==> src/rtl/pact_vector_int_mac.sv <==
// pact_vector_int_mac: multi-lane pipelined integer multiply / multiply-accumulate
// with round-half-up requantisation, per-lane saturation and output backpressure.
// Stage 0 holds the operands, the product is formed from stage 0 and carried down
// the remaining stages, and the final stage accumulates, requantises and emits.
module pact_vector_int_mac #(
  parameter int NUM_LANES = 4,
  parameter int BW_INPUT  = 8,
  parameter int BW_OUTPUT = 16,
  parameter int BW_GUARD  = 8,
  parameter int BW_SHIFT  = 5,
  parameter int LATENCY   = 3
) (
  input  logic                           clk,
  input  logic                           rst,
  input  logic                           enable,
  input  logic                           in_valid,
  output logic                           in_ready,
  input  logic [NUM_LANES*BW_INPUT-1:0]  in_left,
  input  logic [NUM_LANES*BW_INPUT-1:0]  in_right,
  input  logic                           in_signed,
  input  logic                           in_acc,
  input  logic                           in_last,
  input  logic [BW_SHIFT-1:0]            in_shift,
  output logic                           out_valid,
  input  logic                           out_ready,
  output logic [NUM_LANES*BW_OUTPUT-1:0] out_result,
  output logic [NUM_LANES-1:0]           out_saturated
);

  localparam int BW_ACC  = 2*BW_INPUT + BW_GUARD;
  localparam int BW_PROD = 2*BW_INPUT + 2;
  // Wide enough that the rounding constant for the largest shift never overflows.
  localparam int BW_WIDE = BW_ACC + (1 << BW_SHIFT) + 1;
  localparam int FIN     = LATENCY - 2;

  localparam logic signed [BW_WIDE-1:0] S_MAX = {{(BW_WIDE-BW_OUTPUT+1){1'b0}}, {(BW_OUTPUT-1){1'b1}}};
  localparam logic signed [BW_WIDE-1:0] S_MIN = {{(BW_WIDE-BW_OUTPUT+1){1'b1}}, {(BW_OUTPUT-1){1'b0}}};
  localparam logic signed [BW_WIDE-1:0] U_MAX = {{(BW_WIDE-BW_OUTPUT){1'b0}}, {BW_OUTPUT{1'b1}}};

  logic adv;
  logic emit;

  logic [LATENCY-2:0]               s_valid;
  logic [LATENCY-2:0]               s_signed;
  logic [LATENCY-2:0]               s_acc;
  logic [LATENCY-2:0]               s_last;
  logic [LATENCY-2:0][BW_SHIFT-1:0] s_shift;
  logic [NUM_LANES*BW_INPUT-1:0]    s0_left;
  logic [NUM_LANES*BW_INPUT-1:0]    s0_right;

  logic [NUM_LANES-1:0][BW_ACC-1:0] prod0;
  logic [NUM_LANES-1:0][BW_ACC-1:0] fin_prod;
  logic [NUM_LANES-1:0][BW_ACC-1:0] acc;
  logic [NUM_LANES-1:0][BW_ACC-1:0] acc_sum;
  logic [NUM_LANES*BW_OUTPUT-1:0]   res_next;
  logic [NUM_LANES-1:0]             sat_next;

  // The whole pipeline moves only when enabled and the output slot is free or being drained.
  assign adv      = enable & ~(out_valid & ~out_ready);
  assign in_ready = adv;
  assign emit     = s_valid[FIN] & (~s_acc[FIN] | s_last[FIN]);

  // Operand capture and control fields travelling alongside each beat.
  always_ff @(posedge clk) begin
    if (rst) begin
      s_valid <= '0;
    end else if (adv) begin
      s_valid[0]  <= in_valid;
      s_signed[0] <= in_signed;
      s_acc[0]    <= in_acc;
      s_last[0]   <= in_last;
      s_shift[0]  <= in_shift;
      s0_left     <= in_left;
      s0_right    <= in_right;
      for (int k = 1; k <= FIN; k++) begin
        s_valid[k]  <= s_valid[k-1];
        s_signed[k] <= s_signed[k-1];
        s_acc[k]    <= s_acc[k-1];
        s_last[k]   <= s_last[k-1];
        s_shift[k]  <= s_shift[k-1];
      end
    end
  end

  // Full-width per-lane product, sign- or zero-extended to the accumulator width.
  always_comb begin : mult_lanes
    logic signed [BW_INPUT:0] a_ext;
    logic signed [BW_INPUT:0] b_ext;
    logic signed [BW_PROD-1:0] prod_w;
    prod0 = '0;
    for (int i = 0; i < NUM_LANES; i++) begin
      a_ext = s_signed[0] ? {s0_left[i*BW_INPUT+BW_INPUT-1],  s0_left[i*BW_INPUT +: BW_INPUT]}
                          : {1'b0, s0_left[i*BW_INPUT +: BW_INPUT]};
      b_ext = s_signed[0] ? {s0_right[i*BW_INPUT+BW_INPUT-1], s0_right[i*BW_INPUT +: BW_INPUT]}
                          : {1'b0, s0_right[i*BW_INPUT +: BW_INPUT]};
      prod_w   = a_ext * b_ext;
      prod0[i] = {{(BW_ACC-BW_PROD){prod_w[BW_PROD-1]}}, prod_w};
    end
  end

  generate
    if (LATENCY == 2) begin : g_short
      assign fin_prod = prod0;
    end else begin : g_deep
      logic [NUM_LANES-1:0][BW_ACC-1:0] p_prod [LATENCY-2];
      // Carry the product down to the final stage.
      always_ff @(posedge clk) begin
        if (adv) begin
          p_prod[0] <= prod0;
          for (int k = 1; k < LATENCY-2; k++) begin
            p_prod[k] <= p_prod[k-1];
          end
        end
      end
      assign fin_prod = p_prod[LATENCY-3];
    end
  endgenerate

  // Final-stage value selection, round-half-up shift and saturation for each lane.
  always_comb begin : requant
    logic [BW_ACC-1:0]         value;
    logic signed [BW_WIDE-1:0] v_ext;
    logic signed [BW_WIDE-1:0] rnd;
    logic signed [BW_WIDE-1:0] r;
    acc_sum  = '0;
    res_next = '0;
    sat_next = '0;
    for (int i = 0; i < NUM_LANES; i++) begin
      acc_sum[i] = acc[i] + fin_prod[i];
      value = s_acc[FIN] ? acc_sum[i] : fin_prod[i];
      v_ext = s_signed[FIN] ? {{(BW_WIDE-BW_ACC){value[BW_ACC-1]}}, value}
                            : {{(BW_WIDE-BW_ACC){1'b0}}, value};
      rnd   = (s_shift[FIN] != '0) ? (BW_WIDE'(1) << (s_shift[FIN] - 1'b1)) : '0;
      r     = (v_ext + rnd) >>> s_shift[FIN];
      res_next[i*BW_OUTPUT +: BW_OUTPUT] = r[BW_OUTPUT-1:0];
      if (s_signed[FIN]) begin
        if (r > S_MAX) begin
          res_next[i*BW_OUTPUT +: BW_OUTPUT] = S_MAX[BW_OUTPUT-1:0];
          sat_next[i] = 1'b1;
        end else if (r < S_MIN) begin
          res_next[i*BW_OUTPUT +: BW_OUTPUT] = S_MIN[BW_OUTPUT-1:0];
          sat_next[i] = 1'b1;
        end
      end else if (r > U_MAX) begin
        res_next[i*BW_OUTPUT +: BW_OUTPUT] = U_MAX[BW_OUTPUT-1:0];
        sat_next[i] = 1'b1;
      end
    end
  end

  // Per-lane accumulators: add on open beats, clear when the closing beat emits.
  always_ff @(posedge clk) begin
    if (rst) begin
      acc <= '0;
    end else if (adv && s_valid[FIN] && s_acc[FIN]) begin
      for (int i = 0; i < NUM_LANES; i++) begin
        acc[i] <= s_last[FIN] ? '0 : acc_sum[i];
      end
    end
  end

  // Output register; holds its contents whenever the pipeline is stalled.
  always_ff @(posedge clk) begin
    if (rst) begin
      out_valid     <= 1'b0;
      out_result    <= '0;
      out_saturated <= '0;
    end else if (adv) begin
      out_valid <= emit;
      if (emit) begin
        out_result    <= res_next;
        out_saturated <= sat_next;
      end
    end
  end

endmodule

==> config.mk <==
export PLATFORM = sky130hd
export DESIGN_NAME = pact_vector_int_mac
export DESIGN_NICKNAME = d
export VERILOG_FILES = /design/src/rtl/pact_vector_int_mac.sv
export SDC_FILE = /design/constraint.sdc
export NUM_CORES = 2
export LEC_CHECK = 0
export BUFFER_PORTS_ARGS = -buffer_cell sky130_fd_sc_hd__buf_2
export CORE_AREA = 2 2 246 490
export DETAILED_ROUTE_END_ITERATION = 12
export DIE_AREA = 0 0 248 492
export PLACE_DENSITY_LB_ADDON = 0.2
export SLEW_MARGIN = 20
export SYNTH_ARGS = -nofsm -noshare
export SYNTH_HDL_FRONTEND = slang
export SYNTH_SLANG_ARGS = --single-unit
==> constraint.sdc <==
create_clock -name clk -period 11.55 [get_ports clk]
set_clock_uncertainty 0.05 [all_clocks]
set_input_delay 2.31 -clock clk [delete_from_list [all_inputs] [get_ports clk]]
set_output_delay 2.31 -clock clk [all_outputs]
set_load 0.005 [all_outputs]
; Word-level counts from Yosys, hierarchy flattened
; Memory sizes are Yosys's and may differ from the RTL's.
; Index checks and enable logic that the tools add are counted.
; W data, S select, Z words.
[totals]
ram_bits = 96
input_bits = 77
ff_bits = 247
mem_count = 1
out_inout_bits = 70
[mem_list]
columns = name, depth, word_bits, read_ports, rd_clocked_by_memory_dff, write_ports, line
row1 = g_deep.p_prod, 1, 96, 1, 0, 1, 105  ; logic [NUM_LANES-1:0][BW_ACC-1:0] p_prod [LATENCY-2];
[classes]
reduce_logical = 5
shifts = 5
multipliers = 4
order_cmp = 12
n_bitwise = 8
n_mux = 55
add_sub_neg = 9
[op_table]
columns = cell, count
row1 = $mux W57, 5
row2 = $mux W16, 16
row3 = $add A57 B57 Y57, 4
row4 = $gt A57 B16 Y1 const B, 4
row5 = $gt A57 B17 Y1 const B, 4
row6 = $lt A57 B16 Y1 const B, 4
row7 = $sshr A57 B5 Y57, 4
row8 = $mux W24, 8
row9 = $add A24 B24 Y24, 4
row10 = $mul A9 B9 Y18, 4
row11 = $mux W9, 8
row12 = $shl A1 B5 Y57 const A, 1
row13 = $mux W1, 18
row14 = $reduce_bool A5 Y1, 1
row15 = $sub A5 B1 Y5 const B, 1
row16 = $not A1 Y1, 4
row17 = $reduce_and A2 Y1, 2
row18 = $and A1 B1 Y1, 3
row19 = $logic_and A1 B1 Y1, 2
row20 = $or A1 B1 Y1, 1

; Longest topological paths before layout
[logic_depth]
word_depth = 9
depth_mapped = 36
ltp_nobuf = 33

; Worst setup path before layout
; Ideal clock, no wire load.
[synth_path]
path_type = register -> register
startpoint = register s_shift[7] (netlist bit)
endpoint = register out_result[36]
arrival_ns = 7.388
n_path_buf = 11
slack_ns = 3.974
setup_ns = 0.139
stages_incl_launch_ff = 30
cell_sequence = edfxtp_1 -> buf_2 -> buf_1 -> clkbuf_1 -> clkbuf_1 -> buf_2 -> buf_1 -> buf_1 -> clkbuf_1 -> clkbuf_1 -> buf_1 -> nand2_1 -> nor2_1 -> ha_1 -> o21ai_2 -> a2111oi_4 -> a22oi_2 -> o31ai_4 -> a31oi_2 -> xnor2_2 -> mux4_2 -> mux2_2 -> a221o_1 -> mux2i_1 -> nand4_1 -> nor4_2 -> nand3_1 -> a21oi_2 -> buf_4 -> a211oi_1
[synth_between]
elab_chain_cells = 9
word_cells_on_any_way = 13
cone_classes = add/sub (2) / order compare (3) / shift (2) / mux (5) / reduce/logical (1)
[synth_rtl]
columns = item, line
row1 = "start, declared", 47  ; logic [LATENCY-2:0][BW_SHIFT-1:0] s_shift;
row2 = "start signal, assigned by index", 80  ; s_shift[k] <= s_shift[k-1];
row3 = $sub A5 B1 Y5, 133  ; rnd = (s_shift[FIN] != '0) ? (BW_WIDE'(1) << (s_shift[FIN] - 1'b1)) : '0;
row4 = $shl A1 B5 Y57, 133
row5 = $mux W57, 133
row6 = $add A57 B57 Y57, 134  ; r = (v_ext + rnd) >>> s_shift[FIN];
row7 = $sshr A57 B5 Y57 (*), 134
row8 = $lt A57 B16 Y1, 140  ; end else if (r < S_MIN) begin
row9 = $mux W16, 140
row10 = $mux W16, 137  ; if (r > S_MAX) begin
row11 = $mux W16 (*), 136  ; if (s_signed[FIN]) begin
row12 = "end signal, assigned", 171  ; out_result <= res_next;
row13 = "end, declared", 26  ; output logic [NUM_LANES*BW_OUTPUT-1:0] out_result,
; Every way passes the cells marked *; elsewhere a longest branch is shown, timed or not.
; A chain may end at the register's enable or synchronous reset.

==> reports/results.ini <==
[outcome]
status=completed

[timing]
grt_setup_unrepaired=no
fmax_mhz=105
drv_slew=0
worst_pin_slew_ps=1230
hold_viol=0
setup_viol_count_final=0
hold_slack_ps=369
fin_tns_setup_ps=0
finalCritPeriodShare_pct=82.6
maxSlewHeadroom_pct=17.6
fin_crit_ps=9540

[placed_design]
hpwl_um=145000
gp_congestion=1.08
port_buffers=146

[floorplan]
io_pins=147
die_x_um=248
die_h_um=492
die-area_um2=122000
design.core.area_um2=118000
initial_core_util_pct=40.7
core.rowCount=179

[pwr]
power_mw=8.01
powerDensity_nw_per_um2=155
p_leak_nw=22.4
vdd_ir_drop_max_v=0.000142

[logic_synthesis]
synth_edf_count=152
synthArstFlopShare_pct=0
synth-seq-cells=319
syn_area_um2=48200
syn_inst=5933
ys_types=122
syn_area_per_cell_um2=8.12
ys.flop_type=dfxtp_1
yosys_warnings=0
yosysSeqAreaShare_pct=16.4

[setup_path]
cp_common_cell=a21oi_1
cp.arrival_ps=10050
critical_path_class=flop to flop
cp-end-kind=flop
path_max_fanout=17
critPathLaunchType=flop
slowest_stage=nor3_2
critPathMaxStageDelay_ps=900
cp.required_ps=12060

[route]
drt_wl_total_um=189000
wl_per_cell_um=25.3
drt-initial-drc-count=4728
vias=47046
drc=0
ant_nets=0
dr.pass1.iters=6
routed_via_density=6.32

[global_route]
grt_pass1_wl_um=283000
grt_max_degree=109
use_met3_pct=6.34
overflow=0
antenna_found_initial=8
grt_busiest_layer=met2
grt_pass1_vias=45914
use_met2_pct=46.4
grtUsageTotal_pct=30.3
gr-usage-met1_pct=39.0

[cts]
cts_tree=yes
cts.repair.resized=0
insertion_delay_ps=620
clk_pin_slew_ps=70
clock-sinks=319
cts_setup_buffers=0
holdBufCountCts=0
htree_levels=2
cts_max_path_buffers=3
cts_root_buf=clkbuf_16
cts_buffers=37

[cells_and_area]
final_cell_mix=nand2_1, nor2_1, a21oi_1
layout_commonest_cell=nand2_1
final_layout_size_suffix_gt1_share_pct=10.8
nets=6616
utilization_pct=43.6
syn2layout_area_growth_pct=7.06
nFillCells=11901

[run]
cap_viol_max_count=0

[min_path]
hp-class=flop to flop

-- routing by layer --
layer	routed length [um]	share of wire [%]
met1	76000	40
met2	82600	44
met3	16700	8.9
met4	13200	7.0
met5	132	0.070
-- cells by family (layout without fill, tap and decap cells) --
family | Yosys count | after routing | synth area share [%]
multiplexers | 282 | 282 | 7.32
flip-flops | 319 | 319 | 16.4
AO/OA/AOI/OAI | 1762 | 1762 | 25.3
other | 2 | 15 | 0.0156
AND/OR/NAND/NOR | 1834 | 1834 | 17.9
XOR/XNOR | 266 | 266 | 4.86
adder cells (fa/ha/maj) | 664 | 664 | 21.8
buffers and inverters | 804 | 769 | 6.48
-- layout make-up --
class / count / area [um2] / share of cell area [%]
clock buffers: 45 / 1040 / 2.01
clock inverters: 23 / 203 / 0.393
flip-flops and latches: 319 / 7910 / 15.3
inverters: 450 / 1700 / 3.29
diodes: 7 / 17.5 / 0.0339
well taps: 1538 / 1920 / 3.73
multi-input cells: 4816 / 37300 / 72.2
repair buffers: 251 / 1530 / 2.97
-- path summary, 6_finish.rpt --
path / slack [ps] / to / cells past startpoint / from
setup / recovery: 2010 / out_result[59] / 31 / g_deep.p_prod[0][72]
hold / removal: 370 / s_last[1] / 0 / s_last[0]
setup reg to reg: 2010 / out_result[59] / 31 / g_deep.p_prod[0][72]
hold reg to reg: 370 / s_last[1] / 0 / s_last[0]
-- where the power goes --
group          internal, mW  switching, mW  total [mW]
clock network         0.677          0.559        1.24
registers              1.41          0.135        1.55
logic                  2.03           3.20        5.22
total                  4.12           3.89        8.01
-- synth_stat cells, types with 112 or more instances --
library cell | instances | area (um2)
a21o_1 | 127 | 953
a21oi_1 | 448 | 2240
and2_1 | 145 | 907
clkbuf_1 | 250 | 938
dfxtp_1 | 167 | 3340
edfxtp_1 | 152 | 4560
fa_1 | 290 | 5810
ha_1 | 374 | 4680
inv_1 | 442 | 1660
mux2_2 | 112 | 1260
mux2i_1 | 124 | 1240
nand2_1 | 563 | 2110
nand3_1 | 185 | 926
nor2_1 | 528 | 1980
o21ai_0 | 245 | 1230
xnor2_1 | 201 | 1760
-- worst max-delay path, delay by kind of cell, from the launching register on --
kind / cells / cell delay (ps)
AND/OR/NAND/NOR: 7 / 2040
flip-flops: 1 / 390
adder cells (fa/ha/maj): 3 / 1070
XOR/XNOR: 1 / 140
AO/OA/AOI/OAI: 20 / 5790
-- per-stage QoR --
stage | worst slack, ps | area (um2) | std cells
floorplan | 3970 | 48200 | 5939
global placement | 2440 | 50300 | 7374
detailed placement | 2280 | 50300 | 7374
CTS | 2230 | 51600 | 7442
global route | 1200 | 51600 | 7446
finish | 2010 | 51600 | 7449
-- flip-flops by register name, summed over array words and instances, names as in the netlist, 4 cells and up --
| signal | cells |
|---|---|
| g_deep.p_prod | 72 |
| s0_left | 32 |
| out_saturated | 4 |
| acc | 96 |
| s_shift | 10 |
| out_result | 64 |
| s0_right | 32 |
Note: power is estimated with default switching activity, not from simulation.
